===== config.mk =====
export PLATFORM = sky130hd
export DESIGN_NAME = dmem_io
export DESIGN_NICKNAME = d
export VERILOG_FILES = /design/src/rtl/dmem_io.sv
export SDC_FILE = /design/constraint.sdc
export NUM_CORES = 2
export LEC_CHECK = 0
export ABC_CLOCK_PERIOD_IN_PS = 7000
export CAP_MARGIN = 20
export CORE_MARGIN = 2
export CORE_UTILIZATION = 30
export CTS_BUF_LIST = sky130_fd_sc_hd__clkbuf_16
export DETAILED_ROUTE_END_ITERATION = 12
export GPL_ROUTABILITY_DRIVEN = 0
export GPL_TIMING_DRIVEN = 0
export PLACE_DENSITY = 0.55
export SYNTH_ARGS = -nofsm -noshare
export SYNTH_HDL_FRONTEND = slang
export SYNTH_SLANG_ARGS = --single-unit

===== constraint.sdc =====
create_clock -name clk -period 7 [get_ports clk]
set_input_delay 0.7 -clock clk [delete_from_list [all_inputs] [get_ports clk]]
set_output_delay 0.7 -clock clk [all_outputs]
set_load 0.01 [all_outputs]

===== src/rtl/dmem_io.sv =====
// ============================================================================
// Module   : dmem_io
// Brief    : Data-side memory for the single-cycle core: word RAM plus an I/O
//            page with a free-running timer and a FIFO-buffered 8N1 UART TX.
//            Build option DMEM_HEXINIT_EN leaves RAM untouched by reset.
// Revision : 1.0 - initial release
// ============================================================================
`default_nettype none

module dmem_io #(
    parameter int RAM_WORDS    = 64,
    parameter int FIFO_DEPTH   = 8,
    parameter int CLKS_PER_BIT = 16
) (
    input  logic        clk,
    input  logic        reset,
    input  logic        MemWrite,
    input  logic [31:0] OPResult,
    input  logic [31:0] WriteData,
    output logic [31:0] ReadData,
    output logic        UartTx,
    output logic        TxIrq
);

    localparam int c_AW = $clog2(RAM_WORDS);
    localparam int c_PW = $clog2(FIFO_DEPTH);
    localparam int c_BW = $clog2(CLKS_PER_BIT);
    localparam logic [c_PW:0]   c_FULL      = (c_PW + 1)'(FIFO_DEPTH);
    localparam logic [c_BW-1:0] c_BAUD_LAST = c_BW'(CLKS_PER_BIT - 1);

    localparam logic [1:0] c_S_IDLE  = 2'd0;
    localparam logic [1:0] c_S_START = 2'd1;
    localparam logic [1:0] c_S_DATA  = 2'd2;
    localparam logic [1:0] c_S_STOP  = 2'd3;

    // ------------------------------------------------------------------
    // Address decode
    // ------------------------------------------------------------------
    logic            w_io_sel;
    logic [7:0]      w_offset;
    logic [c_AW-1:0] w_ram_idx;
    logic            w_ram_we;
    logic            w_txdata_wr;
    logic            w_status_wr;
    logic            w_timer_wr;

    assign w_io_sel    = (OPResult[31:8] == 24'hFFFFFF);
    assign w_offset    = OPResult[7:0];
    assign w_ram_idx   = OPResult[c_AW+1:2];
    assign w_ram_we    = MemWrite && !w_io_sel;
    assign w_txdata_wr = MemWrite && w_io_sel && (w_offset == 8'h00);
    assign w_status_wr = MemWrite && w_io_sel && (w_offset == 8'h04);
    assign w_timer_wr  = MemWrite && w_io_sel && (w_offset == 8'h08);

    // ------------------------------------------------------------------
    // Data RAM (asynchronous read)
    // ------------------------------------------------------------------
    logic [31:0] r_ram [RAM_WORDS];

`ifdef DMEM_HEXINIT_EN
    always_ff @(posedge clk) begin
        if (w_ram_we) begin
            r_ram[w_ram_idx] <= WriteData;
        end
    end
`else
    always_ff @(posedge clk) begin
        if (reset) begin
            for (int i = 0; i < RAM_WORDS; i++) begin
                r_ram[i] <= '0;
            end
        end else if (w_ram_we) begin
            r_ram[w_ram_idx] <= WriteData;
        end
    end
`endif

    // ------------------------------------------------------------------
    // Timer: a store overrides the increment for that cycle
    // ------------------------------------------------------------------
    logic [31:0] r_timer;

    always_ff @(posedge clk) begin
        if (reset) begin
            r_timer <= '0;
        end else if (w_timer_wr) begin
            r_timer <= WriteData;
        end else begin
            r_timer <= r_timer + 32'd1;
        end
    end

    // ------------------------------------------------------------------
    // TX FIFO
    // ------------------------------------------------------------------
    logic [7:0]      r_fifo [FIFO_DEPTH];
    logic [c_PW-1:0] r_head;
    logic [c_PW-1:0] r_tail;
    logic [c_PW:0]   r_count;
    logic            r_ovf;
    logic            w_empty;
    logic            w_full;
    logic            w_push;
    logic            w_pop;
    logic            w_ovf_set;

    assign w_empty   = (r_count == '0);
    assign w_full    = (r_count == c_FULL);
    assign w_push    = w_txdata_wr && !w_full;
    // Fullness is judged at the start of the cycle, so a same-cycle pop cannot rescue the push
    assign w_ovf_set = w_txdata_wr && w_full;

    always_ff @(posedge clk) begin
        if (w_push) begin
            r_fifo[r_tail] <= WriteData[7:0];
        end
    end

    always_ff @(posedge clk) begin
        if (reset) begin
            r_head  <= '0;
            r_tail  <= '0;
            r_count <= '0;
        end else begin
            if (w_push) begin
                r_tail <= r_tail + 1'b1;
            end
            if (w_pop) begin
                r_head <= r_head + 1'b1;
            end
            case ({w_push, w_pop})
                2'b10:   r_count <= r_count + 1'b1;
                2'b01:   r_count <= r_count - 1'b1;
                default: r_count <= r_count;
            endcase
        end
    end

    always_ff @(posedge clk) begin
        if (reset) begin
            r_ovf <= 1'b0;
        end else if (w_ovf_set) begin
            r_ovf <= 1'b1;
        end else if (w_status_wr && WriteData[3]) begin
            r_ovf <= 1'b0;
        end
    end

    // ------------------------------------------------------------------
    // UART transmit FSM
    // ------------------------------------------------------------------
    logic [1:0]      r_state;
    logic [1:0]      w_state_nxt;
    logic [7:0]      r_shift;
    logic [7:0]      w_shift_nxt;
    logic [2:0]      r_bit_cnt;
    logic [2:0]      w_bit_nxt;
    logic [c_BW-1:0] r_baud_cnt;
    logic [c_BW-1:0] w_baud_nxt;
    logic            w_tx;
    logic            w_busy;

    always_ff @(posedge clk) begin
        if (reset) begin
            r_state    <= c_S_IDLE;
            r_shift    <= '0;
            r_bit_cnt  <= '0;
            r_baud_cnt <= '0;
        end else begin
            r_state    <= w_state_nxt;
            r_shift    <= w_shift_nxt;
            r_bit_cnt  <= w_bit_nxt;
            r_baud_cnt <= w_baud_nxt;
        end
    end

    always_comb begin
        w_state_nxt = r_state;
        w_shift_nxt = r_shift;
        w_bit_nxt   = r_bit_cnt;
        w_baud_nxt  = r_baud_cnt;
        w_pop       = 1'b0;
        w_tx        = 1'b1;
        case (r_state)
            c_S_IDLE: begin
                w_baud_nxt = '0;
                w_bit_nxt  = '0;
                if (!w_empty) begin
                    w_pop       = 1'b1;
                    w_shift_nxt = r_fifo[r_head];
                    w_state_nxt = c_S_START;
                end
            end
            c_S_START: begin
                w_tx = 1'b0;
                if (r_baud_cnt == c_BAUD_LAST) begin
                    w_baud_nxt  = '0;
                    w_state_nxt = c_S_DATA;
                end else begin
                    w_baud_nxt = r_baud_cnt + 1'b1;
                end
            end
            c_S_DATA: begin
                w_tx = r_shift[0];
                if (r_baud_cnt == c_BAUD_LAST) begin
                    w_baud_nxt  = '0;
                    w_shift_nxt = {1'b0, r_shift[7:1]};
                    w_bit_nxt   = r_bit_cnt + 1'b1;
                    if (r_bit_cnt == 3'd7) begin
                        w_state_nxt = c_S_STOP;
                    end
                end else begin
                    w_baud_nxt = r_baud_cnt + 1'b1;
                end
            end
            c_S_STOP: begin
                if (r_baud_cnt == c_BAUD_LAST) begin
                    w_baud_nxt  = '0;
                    w_state_nxt = c_S_IDLE;
                end else begin
                    w_baud_nxt = r_baud_cnt + 1'b1;
                end
            end
            default: begin
                w_state_nxt = c_S_IDLE;
            end
        endcase
    end

    assign w_busy = (r_state != c_S_IDLE);
    assign UartTx = w_tx;
    assign TxIrq  = w_empty && !w_busy;

    // ------------------------------------------------------------------
    // Load data mux
    // ------------------------------------------------------------------
    always_comb begin
        ReadData = '0;
        if (w_io_sel) begin
            case (w_offset)
                8'h04:   ReadData = {28'b0, r_ovf, w_busy, w_full, w_empty};
                8'h08:   ReadData = r_timer;
                default: ReadData = '0;
            endcase
        end else begin
            ReadData = r_ram[w_ram_idx];
        end
    end

endmodule

`default_nettype wire


# Yosys cells after proc, flatten, opt, wreduce, memory -nomap -nowiden
# Memories as Yosys holds them, arrays and structs flattened. A register that Yosys moved wholly into a read port is not among the register bits.
# Cells that the tools add are included.
[totals] regBits=60 mem_bits_rw=2112 input_bits=67 out_inout_bits=34 memories=2
[mem_list] name="r_ram" words=64 word_bits=32 read_ports=1 rd_clocked_by_memory_dff=0 wr=64 line="58" rtl="logic [31:0] r_ram [RAM_WORDS];"
[mem_list] name="r_fifo" words=8 word_bits=8 read_ports=1 rd_clocked_by_memory_dff=1 wr=1 line="96" rtl="logic [7:0] r_fifo [FIFO_DEPTH];"
[op_classes] n_addsub=7 eq_ne=16 muxes=34 reduce_logical=24
[op_table] op="$mux W32" count=3
[op_table] op="$pmux W32 S2" count=1
[op_table] op="$add A32 B1 Y32 const B" count=1
[op_table] op="$reduce_or A32 Y1" count=1
[op_table] op="$eq A24 B24 Y1 const B" count=1
[op_table] op="$mux W8" count=2
[op_table] op="$pmux W4 S2" count=2
[op_table] op="$pmux W8 S2" count=1
[op_table] op="$mux W1" count=12
[op_table] op="$mux W2" count=5
[op_table] op="$ne A2 B2 Y1 const B" count=5
[op_table] op="$add A3 B1 Y3 const B" count=3
[op_table] op="$logic_and A1 B1 Y1" count=9
[op_table] op="$mux W3" count=3
[op_table] op="$add A4 B1 Y4 const B" count=2
[op_table] op="$eq A4 B4 Y1 const B" count=2
[op_table] op="$eq A8 B3 Y1 const B" count=1
[op_table] op="$eq A8 B4 Y1 const B" count=1
[op_table] op="$logic_not A8 Y1" count=1
[op_table] op="$pmux W2 S4" count=1
[op_table] op="$reduce_bool A2 Y1" count=4
[op_table] op="$eq A2 B2 Y1 const B" count=3
[op_table] op="$mux W6" count=1
[op_table] op="$pmux W3 S2" count=1
[op_table] op="other kinds (12)" count=15

# Depth between registers and ports, before layout
[depth] ltp_word=8 depth_mapped=13 mapped_depth_nobuf=12

# Worst setup path before layout
# OpenSTA, ideal clock, no wires.
[synth_timing] path_kind="in2reg" startpoint="in OPResult[2]" endpoint="reg r_count[2]" setup_ns=0.070 t_arrival_ns=3.095 t_required_ns=6.930 path_slack_ns=3.835 path_stages=13 path_cell_list="buf_4 > or3_1 > buf_2 > nand2b_1 > nor2_1 > inv_1 > ha_1 > xor2_1 > ha_1 > a21oi_1 > xor2_1 > or3_1 > a21oi_1"
[synth_between] elab_chain_len=5 word_cells_on_any_way=7 classes_between="2 x eq/ne; 1 x mux; 4 x reduce/logical"
[synth_rtl] item="from (decl)" line="18" rtl="input logic [31:0] OPResult,"
[synth_rtl] item="$logic_not A8 Y1 *" line="51" rtl="assign w_txdata_wr = MemWrite && w_io_sel && (w_offset == 8'h00);"
[synth_rtl] item="$logic_and A1 B1 Y1 *" line="51"
[synth_rtl] item="$logic_and A1 B1 Y1 *" line="109" rtl="assign w_push = w_txdata_wr && !w_full;"
[synth_rtl] item="$eq A2 B1 Y1 or $eq A2 B2 Y1 (tied branches)" line="131" rtl="case ({w_push, w_pop})"
[synth_rtl] item="$pmux W4 S2 or $reduce_bool A2 Y1 (tied branches)"
[synth_rtl] item="to (signal assigned)" line="132" rtl="2'b10: r_count <= r_count + 1'b1;"
[synth_rtl] item="to (signal assigned)" line="133" rtl="2'b01: r_count <= r_count - 1'b1;"
[synth_rtl] item="to (signal assigned)" line="134" rtl="default: r_count <= r_count;"
[synth_rtl] item="to (decl)" line="99" rtl="logic [c_PW:0] r_count;"
# Mark *: on every way between the ends. The rest lies on a longest branch, timed or not.
# A chain may end at the register's enable or synchronous reset.

# Worst setup path after layout
[layout_timing] startpoint="in OPResult[3]" endpoint="out ReadData[25]"
[layout_between] elab_chain_len=3 word_cells_on_any_way=5 classes_between="2 x eq/ne; 2 x mux; 1 x memory"
[layout_rtl] item="branches (longest 2 deep; another with $mem_v2 Z64 W32)"
[layout_rtl] item="$mux W32 *" line="239" rtl="if (w_io_sel) begin"
[layout_rtl] item="to (decl)" line="20" rtl="output logic [31:0] ReadData,"
# Mark *: on every way between the ends.

==> results.cfg <==
[detailed_routing]
avgRoutedWirePerCell_um = 40.8
drc = 71
antenna_left = 0
viasPerCell = 5.87
finalWirelength_um = 473000
route.vias.total = 68100
dr.pass1.iters = 13
first_iter_violations = 13100

[finish]
layout-drive-gt1-share_pct = 17.8
fin_cells = 11600
relative_area_change_from_synthesis_to_final_layout_pct = 14.9
post-route-util_pct = 34.5
final_net_count = 7066
fillCellCount = 32000

[job]
drv.max_cap_violation_count = 0

[floorplan]
die_h_um = 581
start_util_pct = 30.1
core.rowCount = 212
core_region_area_mm2 = 0.333
die_width_um = 581
boundaryPins = 101
floorplan.die_area_mm2 = 0.338

[sta]
worst_rel_slew_slack_pct = 4.97
report.final.hold_viol_count = 0
timing.final.ws_setup_ns = -0.469
finalCriticalPeriod_ns = 7.47
layout_worst_path_cycle_share_pct = 107
finalMaxSlewViolations = 0
achievable-frequency_mhz = 134
worst_pin_slew_ns = 1.42
timing.clock.skew_ns = 0.0435
rsz_0062_raised_after_global_routing = false
setup_violations = 12

[outcome]
violations = design-rule violations, negative setup slack
status = complete, but fails checks

[global_routing]
antenna_found_initial = 89
grt_start_max_net_pins = 33
grt_first_pass_wirelength_um = 607000
gr-usage-all-layers_pct = 27.2
vias_in_the_first_global_route = 62800
grt_remaining_overflow = 0

[yosys]
yosysWarnings = 0
post-synth-top-count-cell = sky130_fd_sc_hd__edfxtp_1
yosys-top-cells-count = sky130_fd_sc_hd__edfxtp_1 (2,112), sky130_fd_sc_hd__and2_1 (2,057), sky130_fd_sc_hd__clkbuf_1 (502), sky130_fd_sc_hd__mux4_2 (491), sky130_fd_sc_hd__nand2_1 (155)
syn_inst = 6596
ys_top_cells_by_area = sky130_fd_sc_hd__edfxtp_1 (63%), sky130_fd_sc_hd__and2_1 (13%), sky130_fd_sc_hd__mux4_2 (11%), sky130_fd_sc_hd__clkbuf_1 (1.9%), sky130_fd_sc_hd__dfxtp_1 (1.3%)
synthDistinctLibCells = 83
synth.yosys.seq_area_share_pct = 64.7
synth_top_cell_area_share_pct = 63.4
synth-adder-area-share_pct = 0.163
yosys-mux-area-fraction_pct = 12.3
dominant_combinational_cell_family_by_area_after_synthesis = simple AND/OR/NAND/NOR gates
yosysTopAreaCell = sky130_fd_sc_hd__edfxtp_1
avgSynthCellArea_um2 = 15.2
synth-compound-area-share_pct = 2.84
asyncSetResetFlopFracSynth_pct = 0
synthesis.nets = 6676
postSynthRegisterBits = 2175
yosys_most_used_dff = sky130_fd_sc_hd__edfxtp_1
mappedNetlistArea_mm2 = 0.100
post_synth_and_or_nand_nor_area_fraction_pct = 16.7
synth_enable_flop_cells = 2112
synth_xor_xnor_area_share_pct = 0.307

[power]
total_leakage_power_uw = 0.0386
total_power_uw = 30400
power-per-cell-area_mw_per_mm2 = 264
vdd.ir_drop.worst_mv = 0.264

[clock_network]
hold_buffers = 0
htree_levels = 4
cts_root_buf = sky130_fd_sc_hd__clkbuf_16
tritoncts.num_buffers = 233
cts_tree = built
clk_pin_slew_ns = 0.07
worstSkewPairLatency_ns = 0.96
clock-sinks = 2175
clock_tree.buffer_depth = 4

[worst_setup_path]
worstPathRequired_ns = 6.30
end_kind = primary output
timing.critical_path.arrival_ns = 6.77
start_kind = primary input
setup.worst_path.class = in2out
reg2reg_slack_ns = 3.83
ff2ff_path_depth = 11
timing.rr.start = r_count[1]
cp_max_fo = 11
timing.rr.end = r_count[2]

[placement]
dpl_worst_slack_ns = -0.298
hpwl_after_dpl_um = 328000
port_buffers = 75
placed_cells = 11100

[min_path]
whs_endpoint = r_ram[4][24]
worstHoldPathType = in2reg
timing.hold.worst.start = WriteData[24]
hold-path-cell-count = 2
## through the flow
stage	hold WS [ns]	TNS (ns)	cell area, um2
global route	0.331	0	115000
global placement	0.430	-14.00	106000
finish	0.318	-2.48	115000
detailed placement	0.460	-1.07	107000
floorplan	0.418	0	100000
CTS	0.299	0	114000
## how the worst max path moves through the flow
stage / startpoint / endpoint / slack [ns] / depth (start not counted)
after CTS: OPResult[3] / ReadData[1] / 0.008 / 8
after detailed placement: OPResult[2] / ReadData[28] / -0.30 / 11
after global placement: OPResult[3] / ReadData[15] / -1.26 / 10
final: OPResult[3] / ReadData[25] / -0.47 / 10
after floorplan: OPResult[2] / r_count[2] / 3.83 / 13
after global routing: OPResult[3] / ReadData[25] / 0.007 / 10
## final cells by class
type                            count  area, um2  share of cell area [%]
Timing Repair Buffer              155       2020                    1.76
Sequential cell                  2175      64700                    56.3
Clock inverter                    177       1210                    1.06
Antenna cell                       55        138                   0.120
Buffer                            667       3060                    2.67
Clock buffer                      234       5860                    5.10
Inverter                           16       60.1                  0.0523
Tap cell                         4387       5490                    4.78
Multi-Input combinational cell   3738      32400                    28.2
## critical path: stages
cell,delay [ns]
sky130_fd_sc_hd__buf_2,0.43
sky130_fd_sc_hd__buf_2,0.87
sky130_fd_sc_hd__buf_2,0.79
sky130_fd_sc_hd__clkbuf_4,0.74
sky130_fd_sc_hd__mux4_2,0.51
sky130_fd_sc_hd__a22oi_1,0.45
sky130_fd_sc_hd__o21ai_0,0.23
sky130_fd_sc_hd__o21ai_1,0.84
sky130_fd_sc_hd__nand3_1,0.49
sky130_fd_sc_hd__clkdlybuf4s50_1,0.61
## cells in the final DEF (no fill, tap or decap), types with 28 or more instances in the layout
master and instances:
sky130_fd_sc_hd__nand3_1 51, sky130_fd_sc_hd__o22ai_1 64, sky130_fd_sc_hd__dfxtp_1 63, sky130_fd_sc_hd__nor4_2 43
sky130_fd_sc_hd__o21ai_0 28, sky130_fd_sc_hd__edfxtp_1 2112, sky130_fd_sc_hd__mux2_2 38, sky130_fd_sc_hd__a21oi_1 53
sky130_fd_sc_hd__clkinv_2 28, sky130_fd_sc_hd__buf_12 37, sky130_fd_sc_hd__nor2_1 87, sky130_fd_sc_hd__mux2i_1 78
sky130_fd_sc_hd__a22oi_1 67, sky130_fd_sc_hd__diode_2 55, sky130_fd_sc_hd__inv_1 85, sky130_fd_sc_hd__buf_2 88
sky130_fd_sc_hd__mux4_2 491, sky130_fd_sc_hd__and2_1 2057, sky130_fd_sc_hd__clkbuf_16 234, sky130_fd_sc_hd__clkinv_1 50
sky130_fd_sc_hd__or2_2 68, sky130_fd_sc_hd__clkdlybuf4s50_1 75, sky130_fd_sc_hd__clkbuf_2 48, sky130_fd_sc_hd__clkbuf_1 454
sky130_fd_sc_hd__buf_4 63, sky130_fd_sc_hd__a211oi_1 57, sky130_fd_sc_hd__nor2b_1 32, sky130_fd_sc_hd__nand2_1 155
## repair_timing
action / in CTS / in global routing
gates resized for setup: 0 / 4
endpoints found under the setup margin: 6 / 3
pin swaps: 1 / 1
setup buffers: 1 / 0
## registers in the layout, summed over array words and instances, names as in the netlist, 2 cells and up, named ones only
register,cells
r_baud_cnt,4
r_bit_cnt,3
r_count,4
r_fifo,64
r_head,3
r_ram,2048
r_shift,8
r_state,2
r_tail,3
r_timer,32
## power by group
part	total [uW]	switching, uW	internal [uW]
logic	3280	2400	882
registers	15100	188	14900
clock network	12000	5470	6530
total	30400	8060	22300
## layer usage
layer	wire length, um	global-route usage (%)	up-vias
li1	-	-	25200
met1	160000	31.8	35200
met2	192000	38.0	5966
met3	75400	13.6	1632
met4	43500	19.8	65
met5	1900	3.40	-
## cell families (layout without fill, tap and decap cells)
group	Yosys count	in the layout
and+or+nand+nor	2679	2679
DFF	2175	2175
buffers and inverters	683	1249
muxes	607	607
AOI/OAI and AO/OA	404	404
xor gates and xnor gates	35	35
adders and majority gates	13	13
other	0	55
(Power assumes the default switching activity.)
